===== config.mk =====
export PLATFORM = sky130hd
export DESIGN_NAME = disp_syncgen
export DESIGN_NICKNAME = d
export VERILOG_FILES = /design/src/rtl/disp_syncgen.sv
export SDC_FILE = /design/constraint.sdc
export NUM_CORES = 1
export LEC_CHECK = 0
export BUFFER_PORTS_ARGS = -buffer_cell sky130_fd_sc_hd__clkbuf_2
export CAP_MARGIN = 15
export CORE_AREA = 5 5 59 61
export CTS_BUF_LIST = sky130_fd_sc_hd__clkbuf_2 sky130_fd_sc_hd__clkbuf_4 sky130_fd_sc_hd__clkbuf_8
export CTS_CLUSTER_SIZE = 24
export DETAILED_ROUTE_END_ITERATION = 6
export DIE_AREA = 0 0 64 66
export HOLD_SLACK_MARGIN = 0.08
export MAX_ROUTING_LAYER = met4
export PLACE_DENSITY = 0.7
export SYNTH_ARGS = -nofsm -noshare
export SYNTH_HDL_FRONTEND = slang
export SYNTH_SLANG_ARGS = --single-unit

===== constraint.sdc =====
create_clock -name DCLK -period 2.47 [get_ports DCLK]
set_clock_uncertainty 0.1 [all_clocks]
set_input_delay 0.494 -clock DCLK [delete_from_list [all_inputs] [get_ports DCLK]]
set_output_delay 0.494 -clock DCLK [all_outputs]
set_load 0.005 [all_outputs]

===== src/rtl/disp_syncgen.sv =====
// Display timing generator: free-running H/V counters producing DSP_preDE, delayed active-low syncs, VBLANK, FRAME_START.
// Latency: DE/VBLANK/FRAME_START are 1 DCLK after the counter value; syncs are 1+SYNC_DLY DCLK after it.
// Backpressure: none, the timing runs freely; optional macro SYNCGEN_FRMCNT_EN adds the FRMCNT frame counter.
module disp_syncgen #(
    parameter int HPERIOD  = 800,
    parameter int HDISP    = 640,
    parameter int HFP      = 16,
    parameter int HSW      = 96,
    parameter int VPERIOD  = 525,
    parameter int VDISP    = 480,
    parameter int VFP      = 10,
    parameter int VSW      = 2,
    parameter int SYNC_DLY = 3
) (
    input  logic        DCLK,
    input  logic        DRST,
    input  logic        DISPON,
    output logic        DSP_preDE,
    output logic        DSP_HSYNC_X,
    output logic        DSP_VSYNC_X,
    output logic        VBLANK,
    output logic        FRAME_START
`ifdef SYNCGEN_FRMCNT_EN
    ,
    output logic [15:0] FRMCNT
`endif
);

    // Timing boundaries narrowed to the 11-bit counter width.
    localparam logic [10:0] H_LAST   = 11'(HPERIOD - 1);
    localparam logic [10:0] V_LAST   = 11'(VPERIOD - 1);
    localparam logic [10:0] H_ACT    = 11'(HDISP);
    localparam logic [10:0] V_ACT    = 11'(VDISP);
    localparam logic [10:0] HS_BEG   = 11'(HDISP + HFP);
    localparam logic [10:0] HS_END   = 11'(HDISP + HFP + HSW);
    localparam logic [10:0] VS_BEG   = 11'(VDISP + VFP);
    localparam logic [10:0] VS_END   = 11'(VDISP + VFP + VSW);

`ifndef SYNTHESIS
    // Catch timing parameters whose porches and sync do not fit in the period.
    initial begin
        if (HDISP + HFP + HSW > HPERIOD)
            $error("disp_syncgen: HDISP+HFP+HSW exceeds HPERIOD");
        if (VDISP + VFP + VSW > VPERIOD)
            $error("disp_syncgen: VDISP+VFP+VSW exceeds VPERIOD");
        if (SYNC_DLY < 0 || SYNC_DLY > 7)
            $error("disp_syncgen: SYNC_DLY outside 0..7");
    end
`endif

    logic [10:0]       hcnt_q, hcnt_d;
    logic [10:0]       vcnt_q, vcnt_d;
    logic              dispon_frame_q, dispon_frame_d;
    logic              de_q, de_d;
    logic              vblank_q, vblank_d;
    logic              fs_q, fs_d;
    logic [SYNC_DLY:0] hs_pipe_q, hs_pipe_d;
    logic [SYNC_DLY:0] vs_pipe_q, vs_pipe_d;
    logic              h_wrap;
    logic              v_wrap;
    logic              hs_raw;
    logic              vs_raw;
`ifdef SYNCGEN_FRMCNT_EN
    logic [15:0]       frmcnt_q, frmcnt_d;
`endif

    // Counter advance, frame-boundary DISPON capture and the decoded output values.
    always_comb begin
        h_wrap = (hcnt_q == H_LAST);
        v_wrap = (vcnt_q == V_LAST);
        hcnt_d = hcnt_q + 11'd1;
        vcnt_d = vcnt_q;
        if (h_wrap) begin
            hcnt_d = 11'd0;
            vcnt_d = v_wrap ? 11'd0 : vcnt_q + 11'd1;
        end
        // Only the last cycle of a frame samples DISPON so a frame is never partially shown.
        dispon_frame_d = (h_wrap && v_wrap) ? DISPON : dispon_frame_q;
        de_d     = (hcnt_q < H_ACT) && (vcnt_q < V_ACT) && dispon_frame_q;
        hs_raw   = !((hcnt_q >= HS_BEG) && (hcnt_q < HS_END));
        vs_raw   = !((vcnt_q >= VS_BEG) && (vcnt_q < VS_END));
        vblank_d = (vcnt_q >= V_ACT);
        fs_d     = (hcnt_q == 11'd0) && (vcnt_q == 11'd0);
    end

    // Sync delay lines: stage 0 is the registered raw sync, stage SYNC_DLY drives the pin.
    always_comb begin
        hs_pipe_d    = hs_pipe_q;
        vs_pipe_d    = vs_pipe_q;
        hs_pipe_d[0] = hs_raw;
        vs_pipe_d[0] = vs_raw;
        for (int i = 1; i <= SYNC_DLY; i++) begin
            hs_pipe_d[i] = hs_pipe_q[i-1];
            vs_pipe_d[i] = vs_pipe_q[i-1];
        end
    end

`ifdef SYNCGEN_FRMCNT_EN
    // Frame counter advances on the same edge that raises FRAME_START; wraps naturally at 16 bits.
    always_comb begin
        frmcnt_d = fs_d ? frmcnt_q + 16'd1 : frmcnt_q;
    end
`endif

    // State registers with synchronous active-high reset.
    always_ff @(posedge DCLK) begin
        if (DRST) begin
            hcnt_q         <= 11'd0;
            vcnt_q         <= 11'd0;
            dispon_frame_q <= 1'b0;
            de_q           <= 1'b0;
            vblank_q       <= 1'b1;
            fs_q           <= 1'b0;
            hs_pipe_q      <= '1;
            vs_pipe_q      <= '1;
`ifdef SYNCGEN_FRMCNT_EN
            frmcnt_q       <= 16'd0;
`endif
        end else begin
            hcnt_q         <= hcnt_d;
            vcnt_q         <= vcnt_d;
            dispon_frame_q <= dispon_frame_d;
            de_q           <= de_d;
            vblank_q       <= vblank_d;
            fs_q           <= fs_d;
            hs_pipe_q      <= hs_pipe_d;
            vs_pipe_q      <= vs_pipe_d;
`ifdef SYNCGEN_FRMCNT_EN
            frmcnt_q       <= frmcnt_d;
`endif
        end
    end

    assign DSP_preDE   = de_q;
    assign DSP_HSYNC_X = hs_pipe_q[SYNC_DLY];
    assign DSP_VSYNC_X = vs_pipe_q[SYNC_DLY];
    assign VBLANK      = vblank_q;
    assign FRAME_START = fs_q;
`ifdef SYNCGEN_FRMCNT_EN
    assign FRMCNT      = frmcnt_q;
`endif

endmodule

==> After elaboration in Yosys (flattened, before gate mapping) <==
Index checks and enable logic that the tools add are counted.
{ "word_totals": {"register_bits": 34, "word_cells": 31, "output_inout_bits": 5} }
{ "op_classes": {"n_mux": 1, "add_sub_neg": 2, "n_reduce_logical": 11, "magnitude_cmp": 7, "n_eq_ne": 2} }
{ "ops": {"columns": ["op", "n"], "rows": [
  ["$add A11 B1 Y11 const B", 2],
  ["$eq A11 B10 Y1 const B", 2],
  ["$ge A11 B9 Y1 const B", 2],
  ["$logic_not A11 Y1", 2],
  ["$lt A11 B10 Y1 const B", 2],
  ["$lt A11 B9 Y1 const B", 2],
  ["$ge A11 B10 Y1 const B", 1],
  ["$mux W11", 1],
  ["$logic_and A1 B1 Y1", 6],
  ["$logic_not A1 Y1", 2],
  ["$reduce_or A2 Y1", 1]
]} }

==> Longest topological paths before layout <==
{ "depth": {"word_depth": 3, "ltp_mapped": 7, "ltp_nobuf": 6} }

==> Worst setup path after synthesis <==
No wires, ideal clock.
{ "synth_timing": {"path_type": "register -> register", "startpoint": "reg hcnt_q[0]", "endpoint": "reg vcnt_q[8]", "slack_ps": 655, "path_buffers": 1, "arrival_ps": 1649, "t_required_ps": 2304, "period_less_slack_ps": 1815, "path_stages_with_launch": 7, "path_cell_list": "dfxtp_1 > ha_1 > and4_4 > nand4_4 > buf_6 > or4_4 > a21oi_2"} }
{ "synth_via": {"elab_chain_len": 1} }
{ "synth_rtl": {"columns": ["element", "line", "text"], "rows": [
  ["start: declaration", "51", "logic [10:0] hcnt_q, hcnt_d;"],
  ["start signal: assignment", "120", "hcnt_q <= hcnt_d;"],
  ["$eq A11 B10 Y1", "69", "h_wrap = (hcnt_q == H_LAST);"],
  ["end signal: assignment", "121", "vcnt_q <= vcnt_d;"],
  ["end: declaration", "52", "logic [10:0] vcnt_q, vcnt_d;"]
]} }
Every way passes these cells.
A chain may end at the register's enable or synchronous reset.

==> Worst setup path in the final report <==
{ "layout_timing": {"startpoint": "reg hcnt_q[0]", "endpoint": "reg vcnt_q[10]"} }
The elaborated chain is that of the path after synthesis.

==> impl_metrics.yaml <==
route:
  antenna_left: 0
  viasPerCell: 5.66
  first_iter_violations: 102
  wl_per_cell_um: 13.3
  wl_mm: 2.77
  dr_total_vias: 1177
  drc: 0
  dr.pass1.iters: 5
synthesis:
  synth_seq_cells: 34
  async_reset_ff_frac: 0
  synth_cells: 164
  postSynthAreaPerCell_sq_um: 9.22
  netlist_top_cells_area: "dfxtp_1 (45%), nor2_1 (4.2%), ha_1 (4.1%)"
  yosysSeqAreaShare: 0.450
  yosysTopAreaCell: "dfxtp_1"
  syn-cell-area_sq_mm: 0.00151
  synth_edf_count: 0
  yosys_warnings: 0
  synth_ff_type: "dfxtp_1"
  synth_cell_type_count: 37
  synth.net_count: 172
  synth_top_area_frac: 0.450
floorplan:
  std_cell_rows: 20
  start_util: 0.516
  dieArea_sq_mm: 0.00422
  die_h_um: 66
  die_w_um: 64
  core_sq_mm: 0.00293
  ioPinCount: 8
clocking:
  cts_tree: "done"
  h-tree-depth: 2
  clk_pin_slew_ps: 110
  cts_hold_buf: 0
  cts_buffers: 5
  ctsResizeCount: 0
  postCtsSetupRepairBufs: 0
  clock_latency_ps: 330
  clock-sinks: 34
  cts-root-buf: "clkbuf_4"
  clockBufferDepth: 2
sta:
  worst_pin_slew_ps: 363
  relSlewSlack: 0.756
  setup_viol: 0
  drv_slew: 0
  rsz0062_at_grt: "false"
  final.setup.worst_slack_ps: 561
  hold_ws_ps: 318
  period_share: 0.773
  fmax_ghz: 0.524
  min_period_ps: 1910
  finalSetupTns_ps: 0
  hold_viol: 0
cells_and_area:
  n_fill_cell: 273
  area_growth_pct: 7.45
  drive_above_1_share: 0.171
  multi_input_comb_area_sq_um: 766
  register_area_sq_um: 681
  n_antenna_cell: 0
  layout.nets: 182
  final_util: 0.555
setup_path:
  end_kind: "flop"
  reg2regPathDepth: 5
  crit_chain: "ha_1 > and4_4 > nand4_4 > or4_1 > a21oi_1"
  cp.depth: 5
  rr_startpoint: "hcnt_q[0]"
  slowest_delay_ps: 530
  arrival_ps: 2080
  cp-start-kind: "flop"
  crit_fanout: 12
  crit_family: "simple AND/OR/NAND/NOR gates"
  crit_buf_inv: 0
  worst_path_max_delay_cell: "or4_1"
  r2r_slack_ps: 560
  reg2reg_to: "vcnt_q[10]"
  crit_type: "flop to flop"
  critPathRequiredTime_ps: 2640
placement:
  io_buffers: 7
  post-place-ws_ps: 599
  hpwlAfterDp_mm: 2.00
  gp_congestion: 0.802
grt:
  grt_overflow: 0
  grt_antenna_before_repair: 0
  grt_max_degree: 14
  grt_pass1_wl_mm: 4.97
  grt_pass1_vias: 1138
  grtUsageTotal: 0.152
power:
  power.density_mw_per_mm2: 567
  leakagePower_nw: 0.568
  ir_drop_mv: 0.375
  total_power_mw: 0.921
run_status:
  outcome: "complete, no violations"
worst_hold_path:
  holdPathStages: 1
  hp-class: "flop to flop"
  hp-start: "vs_pipe_q[0]"
  worst_hold_path.endpoint: "vs_pipe_q[1]"
job:
  maxCapViolations: 0
==> cell families (layout without fill, tap and decap cells) <==
group / after synthesis / in the layout / synth area share
compound gates: 21 / 21 / 0.0828
xor+xnor: 11 / 11 / 0.0637
fa+ha+maj: 5 / 5 / 0.0414
buf+inv: 13 / 24 / 0.0430
flops: 34 / 34 / 0.450
mux: 1 / 1 / 0.00662
simple gates: 79 / 79 / 0.312
==> layer usage <==
layer,track usage,share of wire
met1,0.176,0.46
met2,0.250,0.48
met3,0.0544,0.051
met4,0.0390,0.0083
met5,-,0
==> how the worst max path moves through the flow <==
| stage | end | from | slack (ps) |
|---|---|---|---|
| final | vcnt_q[10] | hcnt_q[0] | 560 |
| after global routing | vcnt_q[7] | hcnt_q[0] | 460 |
| after CTS | vcnt_q[10] | hcnt_q[0] | 560 |
| after detailed placement | vcnt_q[7] | hcnt_q[0] | 600 |
| after global placement | vcnt_q[10] | hcnt_q[0] | 630 |
| after floorplan | vcnt_q[8] | hcnt_q[0] | 650 |
==> state kept, by name, summed over array words and instances, names as in the netlist <==
| name | flops |
|---|---|
| hcnt_q | 11 |
| vcnt_q | 11 |
| hs_pipe_q | 4 |
| vs_pipe_q | 4 |
| DSP_preDE | 1 |
| FRAME_START | 1 |
| VBLANK | 1 |
| dispon_frame_q | 1 |
==> Yosys cell counts, drive strengths merged, types with 2 or more instances <==
library cell / count
dfxtp: 34
nand2: 12
nor2: 18
and3: 2
nand3: 9
or2: 6
o31ai: 4
nand4: 5
or3: 6
clkbuf: 2
buf: 3
ha: 5
nor4: 4
xor2: 4
nor3: 4
o21ai: 6
or4: 5
inv: 8
nand2b: 2
xnor2: 7
a21oi: 9
==> report_power, final <==
part           total (mW)  internal, mW  switching (mW)
Clock               0.331         0.149           0.182
Sequential          0.560         0.555         0.00561
Combinational      0.0300        0.0123          0.0177
==> layout by cell type, fill, tap and decap left out, types with 7 or more instances in the layout <==
cell and instances:
dfxtp_1 34, nor2_1 17, nand2_1 12, nand3_1 9, inv_1 8, a21oi_1 8, xnor2_1 7, clkbuf_2 7
==> final cells by class <==
type / instances / area share
Multi-Input combinational cell: 117 / 0.471
Clock inverter: 1 / 0.00308
Inverter: 8 / 0.0185
Clock buffer: 7 / 0.0362
Sequential cell: 34 / 0.419
Timing Repair Buffer: 8 / 0.0262
Tap cell: 33 / 0.0254
==> stage by stage <==
stage               instance area [sq um]  instances
global route                         1620        208
global placement                     1560        200
floorplan                            1510        164
finish                               1620        208
detailed placement                   1560        200
CTS                                  1620        208
Note: power is estimated with default switching activity, not from simulation.
